[src/rtl/sine_table_pkg.sv]
// Shared constants and FSM state encoding for the sine-table loader.
package sine_table_pkg;
    localparam int unsigned TABLE_DEPTH = 256;
    localparam int unsigned TABLE_AW    = 8;
    localparam int unsigned TABLE_DW    = 32;

    typedef enum logic [1:0] {
        ST_IDLE,
        ST_WRITE,
        ST_VERIFY,
        ST_DONE
    } state_t;
endpackage

[src/rtl/sine_table_loader_if.sv]
// Word stream plus single RAM port (csb0/web0/wmask0/addr0/din0/dout0) of the sine table.
interface sine_table_loader_if
    import sine_table_pkg::*;
#(
    parameter int unsigned AW = TABLE_AW,
    parameter int unsigned DW = TABLE_DW
);
    logic              s_valid;
    logic [DW-1:0]     s_data;
    logic              s_ready;
    logic              csb0;
    logic              web0;
    logic [DW/8-1:0]   wmask0;
    logic [AW-1:0]     addr0;
    logic [DW-1:0]     din0;
    logic [DW-1:0]     dout0;

    // Loader side: consumes the stream, drives the RAM port
    modport master (
        input  s_valid, s_data, dout0,
        output s_ready, csb0, web0, wmask0, addr0, din0
    );

    // Producer / RAM side
    modport slave (
        output s_valid, s_data, dout0,
        input  s_ready, csb0, web0, wmask0, addr0, din0
    );
endinterface

[src/rtl/sine_ram_port_drv.sv]
// Registers the RAM port pins from a one-cycle issue request (write or read).
module sine_ram_port_drv
    import sine_table_pkg::*;
#(
    parameter int unsigned AW = TABLE_AW,
    parameter int unsigned DW = TABLE_DW
) (
    input  logic              clk,
    input  logic              reset,
    input  logic              clear,
    input  logic              issue,
    input  logic              we,
    input  logic [AW-1:0]     addr,
    input  logic [DW-1:0]     data,
    output logic              csb0,
    output logic              web0,
    output logic [DW/8-1:0]   wmask0,
    output logic [AW-1:0]     addr0,
    output logic [DW-1:0]     din0
);
    localparam int unsigned MW = DW / 8;

    // Port pins: idle values on reset/clear, otherwise follow the request
    always_ff @(posedge clk or negedge reset) begin
        if (!reset) begin
            csb0   <= 1'b1;
            web0   <= 1'b1;
            wmask0 <= '0;
            addr0  <= '0;
            din0   <= '0;
        end else if (clear) begin
            csb0   <= 1'b1;
            web0   <= 1'b1;
            wmask0 <= '0;
            addr0  <= '0;
            din0   <= '0;
        end else begin
            csb0   <= !issue;
            web0   <= !(issue && we);
            wmask0 <= (issue && we) ? {MW{1'b1}} : '0;
            if (issue) begin
                addr0 <= addr;
            end
            if (issue && we) begin
                din0 <= data;
            end
        end
    end
endmodule

[src/rtl/sine_table_loader.sv]
// Streams DEPTH words into the sine-table RAM at addresses 0..DEPTH-1.
// Define SINE_LOADER_VERIFY_EN to add a readback pass that compares a
// checksum of the read data against a checksum of the written data.
module sine_table_loader
    import sine_table_pkg::*;
#(
    parameter int unsigned DEPTH = TABLE_DEPTH,
    parameter int unsigned AW    = TABLE_AW,
    parameter int unsigned DW    = TABLE_DW
) (
    input  logic                 clk,
    input  logic                 reset,
    input  logic                 start,
    input  logic                 abort,
    sine_table_loader_if.master  bus,
    output logic                 busy,
    output logic                 done,
    output logic                 error
);
    localparam int unsigned CW = AW + 1;

    state_t          state, state_n;
    logic [CW-1:0]   cnt, cnt_n;
    logic            ready_n, busy_n, done_n, error_n;
    logic            req_issue, req_we, req_clear;
    logic [AW-1:0]   req_addr;
    logic [DW-1:0]   req_data;
    logic            beat;

`ifdef SINE_LOADER_VERIFY_EN
    logic [DW-1:0]   sum_w, sum_w_n, sum_r, sum_r_n;
`else
    logic            dout0_unused;
    assign dout0_unused = ^bus.dout0;
`endif

    assign beat = bus.s_valid && bus.s_ready;

    // State, counter and registered outputs
    always_ff @(posedge clk or negedge reset) begin
        if (!reset) begin
            state       <= ST_IDLE;
            cnt         <= '0;
            bus.s_ready <= 1'b0;
            busy        <= 1'b0;
            done        <= 1'b0;
            error       <= 1'b0;
`ifdef SINE_LOADER_VERIFY_EN
            sum_w       <= '0;
            sum_r       <= '0;
`endif
        end else begin
            state       <= state_n;
            cnt         <= cnt_n;
            bus.s_ready <= ready_n;
            busy        <= busy_n;
            done        <= done_n;
            error       <= error_n;
`ifdef SINE_LOADER_VERIFY_EN
            sum_w       <= sum_w_n;
            sum_r       <= sum_r_n;
`endif
        end
    end

    // Next state, RAM requests and next output values
    always_comb begin
        state_n   = state;
        cnt_n     = cnt;
        ready_n   = 1'b0;
        error_n   = error;
        req_issue = 1'b0;
        req_we    = 1'b0;
        req_addr  = cnt[AW-1:0];
        req_data  = bus.s_data;
`ifdef SINE_LOADER_VERIFY_EN
        sum_w_n   = sum_w;
        sum_r_n   = sum_r;
`endif
        if (abort) begin
            state_n = ST_IDLE;
        end else begin
            case (state)
                ST_IDLE: begin
                    if (start) begin
                        state_n = ST_WRITE;
                        cnt_n   = '0;
                        ready_n = 1'b1;
                        error_n = 1'b0;
`ifdef SINE_LOADER_VERIFY_EN
                        sum_w_n = '0;
                        sum_r_n = '0;
`endif
                    end
                end
                ST_WRITE: begin
                    if (cnt == CW'(DEPTH)) begin
                        // Last write is on the port this cycle; move on
                        cnt_n = '0;
`ifdef SINE_LOADER_VERIFY_EN
                        state_n   = ST_VERIFY;
                        req_issue = 1'b1;
                        req_addr  = '0;
`else
                        state_n   = ST_DONE;
`endif
                    end else begin
                        ready_n = 1'b1;
                        if (beat) begin
                            req_issue = 1'b1;
                            req_we    = 1'b1;
                            cnt_n     = cnt + CW'(1);
                            ready_n   = (cnt != CW'(DEPTH - 1));
`ifdef SINE_LOADER_VERIFY_EN
                            sum_w_n   = sum_w + bus.s_data;
`endif
                        end
                    end
                end
                ST_VERIFY: begin
`ifdef SINE_LOADER_VERIFY_EN
                    // cnt = cycles spent here; dout0 holds the read issued one cycle earlier
                    cnt_n = cnt + CW'(1);
                    if (cnt < CW'(DEPTH - 1)) begin
                        req_issue = 1'b1;
                        req_addr  = AW'(cnt + CW'(1));
                    end
                    if (cnt != '0) begin
                        sum_r_n = sum_r + bus.dout0;
                    end
                    if (cnt == CW'(DEPTH)) begin
                        state_n = ST_DONE;
                        error_n = ((sum_r + bus.dout0) != sum_w);
                    end
`else
                    state_n = ST_IDLE;
`endif
                end
                ST_DONE: begin
                    state_n = ST_IDLE;
                end
                default: begin
                    state_n = ST_IDLE;
                end
            endcase
        end
`ifndef SINE_LOADER_VERIFY_EN
        error_n = 1'b0;
`endif
        busy_n    = (state_n != ST_IDLE);
        done_n    = (state_n == ST_DONE);
        req_clear = (state_n == ST_IDLE);
    end

    sine_ram_port_drv #(
        .AW (AW),
        .DW (DW)
    ) u_port (
        .clk    (clk),
        .reset  (reset),
        .clear  (req_clear),
        .issue  (req_issue),
        .we     (req_we),
        .addr   (req_addr),
        .data   (req_data),
        .csb0   (bus.csb0),
        .web0   (bus.web0),
        .wmask0 (bus.wmask0),
        .addr0  (bus.addr0),
        .din0   (bus.din0)
    );
endmodule

[src/flat_wrapper.sv]
// flat-port wrapper written by rule: the top's interface ports become plain ports
module sine_table_loader_flat import sine_table_pkg::*;
#(
    parameter int unsigned DEPTH = TABLE_DEPTH,
    parameter int unsigned AW    = TABLE_AW,
    parameter int unsigned DW    = TABLE_DW
)
  (clk, reset, start, abort, busy, done, error, bus_s_valid, bus_s_data, bus_dout0, bus_s_ready, bus_csb0, bus_web0, bus_wmask0, bus_addr0, bus_din0);
  sine_table_loader_if #(.AW(AW), .DW(DW)) bus_i ();
  input  logic clk;
  input  logic reset;
  input  logic start;
  input  logic abort;
  output logic busy;
  output logic done;
  output logic error;
  input wire logic [$bits(bus_i.s_valid)-1:0] bus_s_valid;
  input wire logic [$bits(bus_i.s_data)-1:0] bus_s_data;
  input wire logic [$bits(bus_i.dout0)-1:0] bus_dout0;
  output wire logic [$bits(bus_i.s_ready)-1:0] bus_s_ready;
  output wire logic [$bits(bus_i.csb0)-1:0] bus_csb0;
  output wire logic [$bits(bus_i.web0)-1:0] bus_web0;
  output wire logic [$bits(bus_i.wmask0)-1:0] bus_wmask0;
  output wire logic [$bits(bus_i.addr0)-1:0] bus_addr0;
  output wire logic [$bits(bus_i.din0)-1:0] bus_din0;
  assign bus_i.s_valid = bus_s_valid;
  assign bus_i.s_data = bus_s_data;
  assign bus_i.dout0 = bus_dout0;
  assign bus_s_ready = bus_i.s_ready;
  assign bus_csb0 = bus_i.csb0;
  assign bus_web0 = bus_i.web0;
  assign bus_wmask0 = bus_i.wmask0;
  assign bus_addr0 = bus_i.addr0;
  assign bus_din0 = bus_i.din0;
  sine_table_loader #(.DEPTH(DEPTH), .AW(AW), .DW(DW)) u_core (.clk(clk), .reset(reset), .start(start), .abort(abort), .bus(bus_i), .busy(busy), .done(done), .error(error));
endmodule
[config.mk]
export PLATFORM = sky130hd
export DESIGN_NAME = sine_table_loader_flat
export DESIGN_NICKNAME = d
export VERILOG_FILES = /design/src/rtl/sine_table_pkg.sv /design/src/rtl/sine_table_loader_if.sv /design/src/rtl/sine_ram_port_drv.sv /design/src/rtl/sine_table_loader.sv /design/src/flat_wrapper.sv
export SDC_FILE = /design/constraint.sdc
export NUM_CORES = 1
export LEC_CHECK = 0
export BUFFER_PORTS_ARGS = -buffer_cell sky130_fd_sc_hd__buf_2
export CORE_MARGIN = 2
export CORE_UTILIZATION = 35
export CTS_CLUSTER_DIAMETER = 150
export DETAILED_ROUTE_END_ITERATION = 12
export GPL_ROUTABILITY_DRIVEN = 0
export HOLD_SLACK_MARGIN = 0.08
export MAX_ROUTING_LAYER = met4
export SYNTH_ARGS = -nofsm -noshare
export SYNTH_HDL_FRONTEND = slang
export SYNTH_SLANG_ARGS = --single-unit
[constraint.sdc]
create_clock -name clk -period 5.1 [get_ports clk]
set_input_delay 0 -clock clk [delete_from_list [all_inputs] [get_ports clk]]
set_output_delay 0 -clock clk [all_outputs]
set_load 0.05 [all_outputs]
### After elaboration in Yosys (flattened, before gate mapping)

Cells that the tools add are included.

* output and inout bits: 50
* bits in registers: 59
* input bits: 69

* reduce and logical (&&, ||, !) cells: 9
* bitwise operators: 1
* add/sub/neg operators: 1
* mux-type cells: 24
* eq/ne operators: 8

Operator list (number)
* two-way mux 32 bit: 2
* two-way mux 9 bit: 3
* case mux 9 bit (2 select lines): 1
* two-way mux 8 bit: 2
* adder 9 x 1 -> 9 bit (second input constant): 1
* equality test 9 bit (second input constant): 1
* two-way mux 1 bit: 9
* != test 9 x 8 -> 1 bit (second input constant): 1
* two-way mux 4 bit: 2
* equality test 2 bit (second input constant): 3
* two-way mux 2 bit: 3
* case mux 2 bit (3 select lines): 1
* nonzero test 2 bit: 3
* logical NOT 2 bit: 2
* AND reduction 4 bit: 1
* != test 3 x 1 -> 1 bit (second input constant): 1
* equality test 2 x 1 -> 1 bit (second input constant): 1
* != test 2 bit (second input constant): 1
* case mux 1 bit (2 select lines): 1
* OR reduction 2 bit: 1
* logical AND 1 bit: 1
* logical NOT 1 bit: 1
* NOT 1 bit: 1

### Depth between registers and ports, before layout

Gate-level depths: netlist (run 1).

* depth after elaboration: 7
* gate-level depth with buffers: 8
* gate-level depth less buffers: 7

### Hierarchy

A second synthesis (run 1) with hierarchy kept.

* cells, all modules: 261
* area total of the unflattened synthesis: 2859.0 um^2

By module, submodules not included
* sine_ram_port_drv: times used 1, cells each 181, area each 2082.0 um^2
* sine_table_loader: times used 1, cells each 80, area each 777.0 um^2

### Worst setup path after synthesis (run 1)

Ideal clock, no wire load.

* path type: register to register
* start: reg u_core.bus.s_ready
* end: reg u_core.u_port.addr0[3]
* arrival: 1.693 ns
* library setup time: 0.123 ns
* cell stages (with the launch flop): 6
* setup slack: 3.284 ns
* required time: 4.977 ns
* period minus slack after synthesis: 1.816 ns
* buffers on the path: 2
* cell sequence: dfrtp_1 > nand2_1 > a2111oi_2 > buf_2 > buf_2 > o21ai_1

* word-level cells in the longest chain between the ends: 6

Ends and longest elaborated chain
* from (decl): RTL line sine_table_loader_if.sv:21 `output s_ready, csb0, web0, wmask0, addr0, din0`
* from (signal assigned): RTL line sine_table_loader.sv:55 `bus.s_ready <= ready_n;`
* logical AND 1 bit: RTL line sine_table_loader.sv:37 `assign beat = bus.s_valid && bus.s_ready;`
* two-way mux 1 bit: RTL line sine_table_loader.sv:109 `if (beat) begin`
* two-way mux 1 bit: RTL line sine_table_loader.sv:97 `if (cnt == CW'(DEPTH)) begin`
* two-way mux 1 bit: RTL line sine_table_loader.sv:83 `case (state)`
* two-way mux 1 bit: RTL line sine_table_loader.sv:80 `if (abort) begin`
* nonzero test 2 bit (no source line)
* to (signal assigned): RTL line sine_ram_port_drv.sv:42 `addr0 <= addr;`
* to (decl): RTL line sine_ram_port_drv.sv:18 `output logic [AW-1:0] addr0,`

Every way passes these cells.
A chain may end at the register's enable or synchronous reset.

### Worst setup path in the final report (run 1)

* start: reg u_core.cnt[0]
* end: reg u_core.u_port.din0[6]

* word-level cells in the longest chain between the ends: 6
* elaborated cells between the ends (all ways): 10
* those cells by class: 1 x eq/ne; 7 x mux; 2 x reduce/logical

Ends and longest elaborated chain
* from (decl): RTL line sine_table_loader.sv:23 `logic [CW-1:0] cnt, cnt_n;`
* from (signal assigned): RTL line sine_table_loader.sv:54 `cnt <= cnt_n;`
* equality test 9 bit (*): RTL line sine_table_loader.sv:97
* two-way mux 2 bit: RTL line sine_table_loader.sv:97
* case mux 2 bit (3 select lines): RTL line sine_table_loader.sv:83
* two-way mux 2 bit: RTL line sine_table_loader.sv:80
* logical NOT 2 bit: RTL line sine_table_loader.sv:152 `req_clear = (state_n == ST_IDLE);`
* two-way mux 32 bit / nonzero test 2 bit (equally long branches)
* to (signal assigned): RTL line sine_ram_port_drv.sv:45 `din0 <= data;`
* to (decl): RTL line sine_ram_port_drv.sv:19 `output logic [DW-1:0] din0`

Every way passes the cells marked *; elsewhere a longest branch is shown, timed or not.

==> impl_metrics.csv, run 1 <==
group,metric,value,unit
outcome,outcome,"finished, final reports clean",
finish,fill_cells,623,
global_routing,grt_pass1_vias,1952,
global_routing,grtUsageTotal,0.152,
route,drtPass1Iterations,4,
sta,setup-violations-final,0,
synthesis,syn_area,2390,µm²
power_and_ir_drop,clkPwrFrac,0.357,
cts,cts_tree,"yes",
critical_path,r2r_slack,2.35,ns
die,ioPinCount,119,
finish,diodes,0,
die,die_area,7500,µm²
sta,tightest_slew,1.08,ns
critical_path,r2r-start,"u_core.cnt[0]",
power_and_ir_drop,ir_drop,0.000118,V
cts,cts-resized-gates,0,
die,initial_core_util,0.357,
sta,fin_crit_sh,0.540,
critical_path,arrival,2.92,ns
hold_path,worstHoldStart,"bus_s_valid",
global_routing,grt_pass1_wl,8910,µm
synthesis,synth_area_leaders,"dfrtp_1 58%, nand2_1 13%, o21ai_0 4.6%",
power_and_ir_drop,power.total,857,µW
die,coreArea,6680,µm²
sta,whs,0.204,ns
critical_path,critPathKind,"register to register",
route,via_count,2084,
power_and_ir_drop,power_frac_seq,0.530,
synthesis,ys_types,32,
run,cap_viol_max_count,0,
placement,dp.cells,401,
cts,cts_htree_levels,2,
sta,finalSetupTns,0,ns
power_and_ir_drop,p_leak,0.00163,µW
synthesis,synth_edf_count,0,
power_and_ir_drop,intPower,649,µW
power_and_ir_drop,combPwrFrac,0.113,
critical_path,cp.required,5.27,ns
cts,cts_sinks,56,
hold_path,hold_class,"input port to register",
synthesis,yosysMostFrequentCell,"nand2_1",
route,via_per_inst,4.68,
sta,maxSlewViolCount,0,
cts,clock_latency,0.31,ns
placement,place.port_buffers,85,
critical_path,start_kind,"register",
sta,fmaxAchievable,363,MHz
finish,nets,436,
route,ant_nets,0,
cts,cts_made_buffers,5,
critical_path,reg2reg_to,"u_core.u_port.din0[6]",
synthesis,synth_async_sr_flop_share,1.00,
power_and_ir_drop,p_switching,208,µW
route,wire_per_inst,12.2,µm
finish,final_core_util,0.495,
critical_path,critPathMaxFanout,61,
synthesis,netlist_instances,254,
synthesis,ys.flop_type,"dfrtp_1",
synthesis,synthTopCellsByCount,"85 x nand2_1, 55 x dfrtp_1, 22 x o21ai_0",
global_routing,grt-ovfl-total,0,
placement,dpl.hpwl,3300,µm
route,drt-total-wl,5410,µm
global_routing,grt_max_degree,62,
die,die_h,86.6,µm
power_and_ir_drop,switching_share,0.243,
finish,fin_cells,445,
finish,areaGrowthSynthToFinish,38.3,%
synthesis,syn_nets,326,
cts,clk_pin_slew,0.10,ns
cts,cts_buffer_depth,2,
power_and_ir_drop,cellPowerDensity,259,nW/µm²
sta,fin_crit,2.75,ns
sta,rsz0062_at_grt,"no",
hold_path,min_to,"u_core.cnt[4]",
synthesis,ys_seq_elements,56,
die,dieWidth,86.6,µm
hold_path,hold_depth,5,
synthesis,yosysSeqAreaShare,0.587,
die,rows,30,
route,dr.first_iter.drc_count,83,
route,drc,0,
finish,drive_gt1_frac,0.279,
synthesis,ys_warn_count,0,
sta,slew_headroom,0.281,
synthesis,yosysTopAreaCellShare,0.576,
sta,hold_viol,0,
global_routing,antenna_found_initial,0,
cts,root_buffer,"clkbuf_8",
critical_path,rr_worst_depth,6,
synthesis,syn_avg_cell_area,9.40,µm²
sta,worst_clock_skew,0.00458,ns
synthesis,synth_top_cell_by_area,"dfrtp_1",
critical_path,cp-end-kind,"register",
## through the flow
stage / worst slack [ns] / area (µm²)
floorplan: 3.28 / 2390
global placement: 2.36 / 2820
detailed placement: 2.28 / 2820
CTS: 2.27 / 3300
global route: 2.00 / 3300
finish: 2.35 / 3300
## cells by family (layout without fill, tap and decap cells)
logic type / Yosys count / after routing / synth area share
buf+inv: 28 / 139 / 0.0623
fa+ha+maj: 3 / 3 / 0.0157
other cells: 1 / 1 / 0.00157
xor+xnor: 5 / 5 / 0.0183
simple gates: 112 / 112 / 0.198
mux: 1 / 1 / 0.00471
compound gates: 48 / 48 / 0.112
flops: 56 / 56 / 0.587
## layout make-up
cell class,instances,area [µm²],share of cell area
sequential,56,1400,0.424
multi-input combinational,170,850,0.257
timing repair buffer,123,801,0.242
tap,80,100,0.0303
clock buffer,6,82.6,0.0250
clock inverter,2,38.8,0.0117
inverter,8,30.0,0.00909
## power groups by stage
stage | registers, µW | clock network [µW] | logic, µW
floorplan | 481 | 0 | 26.8
global placement | 463 | 0 | 75.6
detailed placement | 463 | 0 | 76.4
CTS | 455 | 321 | 97.5
global route | 456 | 331 | 106
finish | 455 | 306 | 96.8
## cells in the final DEF (no fill, tap or decap), drive strengths merged, types with 2 or more instances in the layout
master / netlist / final
dlygate4sd3: 0 / 36
dfrtp: 55 / 55
nor4: 6 / 6
inv: 8 / 8
nor2: 8 / 8
buf: 15 / 87
nand2: 85 / 85
xnor2: 5 / 5
o21ai: 40 / 40
or2: 2 / 2
nand3: 4 / 4
a21oi: 3 / 3
ha: 3 / 3
clkbuf: 5 / 6
nand4: 2 / 2
## worst max-delay path by stage
| stage | from | to | slack, ns | depth (start not counted) |
|---|---|---|---|---|
| detailed placement | u_core.cnt[0] | u_core.u_port.din0[6] | 2.28 | 6 |
| floorplan | u_core.bus.s_ready | u_core.u_port.addr0[3] | 3.28 | 5 |
| CTS | u_core.cnt[0] | u_core.u_port.din0[6] | 2.27 | 6 |
| global placement | u_core.cnt[0] | u_core.u_port.din0[14] | 2.36 | 6 |
| global route | u_core.cnt[0] | u_core.u_port.din0[6] | 2.00 | 6 |
| finish | u_core.cnt[0] | u_core.u_port.din0[6] | 2.35 | 6 |
## registers in the layout (all words and copies together), names as in the netlist
register	count
u_core.bus.s_ready	1
u_core.busy	1
u_core.cnt	9
u_core.done	1
u_core.state	2
u_core.u_port.addr0	8
u_core.u_port.din0	32
u_core.u_port.web0	1
u_core.u_port.wmask0	1
## repair_timing
action / in CTS / in global routing
hold buffers: 36 / 0
buffers inserted: 0 / 0
setup endpoints to repair: 0 / 0
endpoints found under the hold margin: 90 / 0
## metal layers
layer,track usage,vias to the layer above,share of wire
met5,-,-,0
met3,0.0286,6,0.053
met2,0.248,64,0.48
li1,-,1039,-
met1,0.199,975,0.46
met4,0.0298,0,0.0085
## critical path: stages (launching register included)
cell and delay (ns):
dfrtp_1 0.43, inv_1 0.06, ha_1 0.18, nor4bb_1 0.17, a2111oi_4 0.95, buf_4 0.61
o21ai_0 0.19
Note: power is estimated with default switching activity, not from simulation.
==> run 2, diff against run 1 <==
--- a/config.mk
+++ b/config.mk
@@ -5,6 +5,7 @@
 export SDC_FILE = /design/constraint.sdc
 export NUM_CORES = 1
 export LEC_CHECK = 0
+export ABC_AREA = 1
 export BUFFER_PORTS_ARGS = -buffer_cell sky130_fd_sc_hd__buf_2
 export CORE_MARGIN = 2
 export CORE_UTILIZATION = 35
==> constraint.sdc (replaced) <==
create_clock -name clk -period 2.72 [get_ports clk]
set_input_delay 0 -clock clk [delete_from_list [all_inputs] [get_ports clk]]
set_output_delay 0 -clock clk [all_outputs]
set_load 0.05 [all_outputs]
==> impl_metrics.csv, run 2 <==
group,metric,value,unit
critical_path,cp-end-kind,"register",
route,via_per_inst,4.42,
sta,fin_crit_sh,0.718,
die,die_area,7700,µm²
synthesis,yosysTopAreaCellShare,0.560,
global_routing,grt-ovfl-total,0,
finish,final_core_util,0.501,
sta,setup-violations-final,0,
critical_path,arrival,2.15,ns
sta,hold_viol,0,
finish,top_register,"u_core.u_port.din0",
cts,clk_pin_slew,0.10,ns
placement,place.port_buffers,85,
route,ant_nets,0,
critical_path,reg2reg_to,"u_core.bus.s_ready",
sta,worst_clock_skew,0.00419,ns
cts,cts_tree,"yes",
critical_path,r2r-start,"u_core.cnt[2]",
cts,root_buffer,"clkbuf_8",
cts,cts_made_buffers,5,
sta,maxSlewViolCount,0,
global_routing,grt_pass1_vias,2189,
route,drtPass1Iterations,4,
die,rows,30,
run,cap_viol_max_count,0,
sta,whs,0.174,ns
synthesis,synth_top_cell_by_area,"dfrtp_1",
finish,largest_register_ffs,32,
die,ioPinCount,119,
power_and_ir_drop,intPower,1200,µW
finish,nets,475,
finish,diodes,0,
cts,cts_sinks,56,
finish,reg_top3,"u_core.u_port.din0 x32, u_core.cnt x9, u_core.u_port.addr0 x8",
cts,clock_latency,0.31,ns
power_and_ir_drop,p_leak,0.00193,µW
sta,tightest_slew,0.581,ns
synthesis,ys_warn_count,0,
global_routing,antenna_found_initial,0,
route,drc,0,
die,initial_core_util,0.362,
cts,cts_buffer_depth,2,
synthesis,ys_seq_elements,56,
hold_path,hold_depth,5,
die,dieWidth,87.8,µm
power_and_ir_drop,switching_share,0.253,
sta,rsz0062_at_grt,"no",
placement,dpl.hpwl,3770,µm
critical_path,cp.required,2.92,ns
finish,layout_commonest_cell,"nand2_1",
cts,cts_htree_levels,2,
outcome,outcome,"finished, final reports clean",
synthesis,syn_area,2460,µm²
power_and_ir_drop,ir_drop,0.000215,V
synthesis,synth_area_leaders,"dfrtp_1 56%, nand2_1 16%, nand3_1 9.6%",
synthesis,ys.flop_type,"dfrtp_1",
synthesis,yosysSeqAreaShare,0.571,
power_and_ir_drop,p_switching,406,µW
synthesis,syn_avg_cell_area,8.53,µm²
global_routing,grt_max_degree,36,
route,via_count,2208,
route,dr.first_iter.drc_count,65,
critical_path,r2r_slack,0.77,ns
hold_path,min_to,"u_core.cnt[4]",
global_routing,grt_pass1_wl,9630,µm
synthesis,synthTopCellsByCount,"103 x nand2_1, 55 x dfrtp_1, 47 x nand3_1",
power_and_ir_drop,clkPwrFrac,0.345,
critical_path,rr_worst_depth,9,
synthesis,syn_nets,360,
synthesis,synth_async_sr_flop_share,1.00,
power_and_ir_drop,combPwrFrac,0.123,
synthesis,yosysMostFrequentCell,"nand2_1",
sta,fin_crit,1.95,ns
finish,layout_common_cells,"103 x nand2_1, 85 x buf_2, 55 x dfrtp_1",
critical_path,critPathKind,"register to register",
synthesis,netlist_instances,288,
finish,drive_gt1_frac,0.270,
sta,fmaxAchievable,512,MHz
power_and_ir_drop,cellPowerDensity,472,nW/µm²
hold_path,worstHoldStart,"bus_s_valid",
sta,slew_headroom,0.613,
power_and_ir_drop,power_frac_seq,0.532,
synthesis,ys_types,21,
die,coreArea,6790,µm²
route,wire_per_inst,11.3,µm
hold_path,hold_class,"input port to register",
critical_path,start_kind,"register",
critical_path,critPathMaxFanout,6,
die,die_h,87.8,µm
cts,cts-resized-gates,0,
global_routing,grtUsageTotal,0.164,
route,drt-total-wl,5630,µm
synthesis,synth_edf_count,0,
cts,post_cts_buffers,0,
sta,finalSetupTns,0,ns
finish,areaGrowthSynthToFinish,38.5,%
==> run 2: cell count changes after synthesis, moves of 3 or more <==
| cell | delta |
|---|---|
| nand2_2 | +3 |
| o21ai_0 | -10 |
| inv_2 | +5 |
| nand3_1 | +43 |
| inv_1 | +6 |
| o21ai_1 | -18 |
| nor2_1 | +9 |
| buf_4 | +3 |
| nand2_1 | +18 |
| clkbuf_1 | -3 |
| nor4_1 | -6 |
| xnor2_1 | -5 |
==> run 2: critical path, cell delays in order (launching register included) <==
cell	delay, ns
dfrtp_1	0.47
nand2_1	0.10
nor2_1	0.15
nand2_1	0.08
nor3_1	0.14
ha_1	0.17
nand2_1	0.06
nand2_1	0.05
o21ai_0	0.08
dlygate4sd3_1	0.55
==> run 2: worst max path at each step <==
stage,from,end,slack (ns),cells past startpoint
2_1_floorplan,u_core.bus.s_ready,u_core.cnt[8],1.25,6
3_3_place_gp,u_core.cnt[0],u_core.u_port.din0[11],0.83,9
3_5_place_dp,u_core.cnt[0],u_core.u_port.din0[31],0.80,9
4_1_cts,u_core.cnt[2],u_core.bus.s_ready,0.76,9
5_1_grt,u_core.cnt[3],u_core.bus.s_ready,0.54,9
6_report,u_core.cnt[2],u_core.bus.s_ready,0.77,9
==> run 2: power groups by stage <==
stage	registers [µW]	logic, µW	clock network [µW]
2_1_floorplan	908	56.2	0
5_1_grt	855	217	615
6_report	853	198	554
3_3_place_gp	869	158	0
4_1_cts	853	199	577
3_5_place_dp	869	158	0
==> run 2: cell families (layout without fill, tap and decap cells) <==
family / after synthesis / after routing / synth area share
compound gates: 14 / 14 / 0.0285
simple gates: 178 / 178 / 0.310
buf+inv: 36 / 152 / 0.0734
other cells: 1 / 1 / 0.00153
flops: 56 / 56 / 0.571
fa+ha+maj: 3 / 3 / 0.0153
==> run 2: layout make-up <==
class | count | area [µm²]
fill | 662 | 3390
sequential | 56 | 1400
multi-input combinational | 196 | 873
timing repair buffer | 125 | 818
tap | 96 | 120
inverter | 19 | 71.3
clock buffer | 5 | 68.8
clock inverter | 3 | 47.5
==> run 2: stage by stage <==
step | instances | instance area (µm²) | total power [µW] | setup WS, ns
6_report | 500 | 3400 | 1610 | 0.767
3_3_place_gp | 455 | 2920 | 1030 | 0.835
4_1_cts | 500 | 3400 | 1630 | 0.765
5_1_grt | 500 | 3400 | 1690 | 0.541
3_5_place_dp | 455 | 2920 | 1030 | 0.801
2_1_floorplan | 288 | 2460 | 964 | 1.25
==> run 2: metal layers <==
| metal | share of wire | GRT usage |
|---|---|---|
| met2 | 0.49 | 0.278 |
| met3 | 0.038 | 0.0302 |
| met5 | 0 | - |
| met1 | 0.46 | 0.199 |
| met4 | 0.012 | 0.0490 |
==> run 2: what timing repair did <==
| action | 4_1_cts | 5_1_grt |
|---|---|---|
| hold buffers | 37 | 0 |
| endpoints found under the setup margin | 0 | 0 |
| hold endpoints to repair | 62 | 0 |
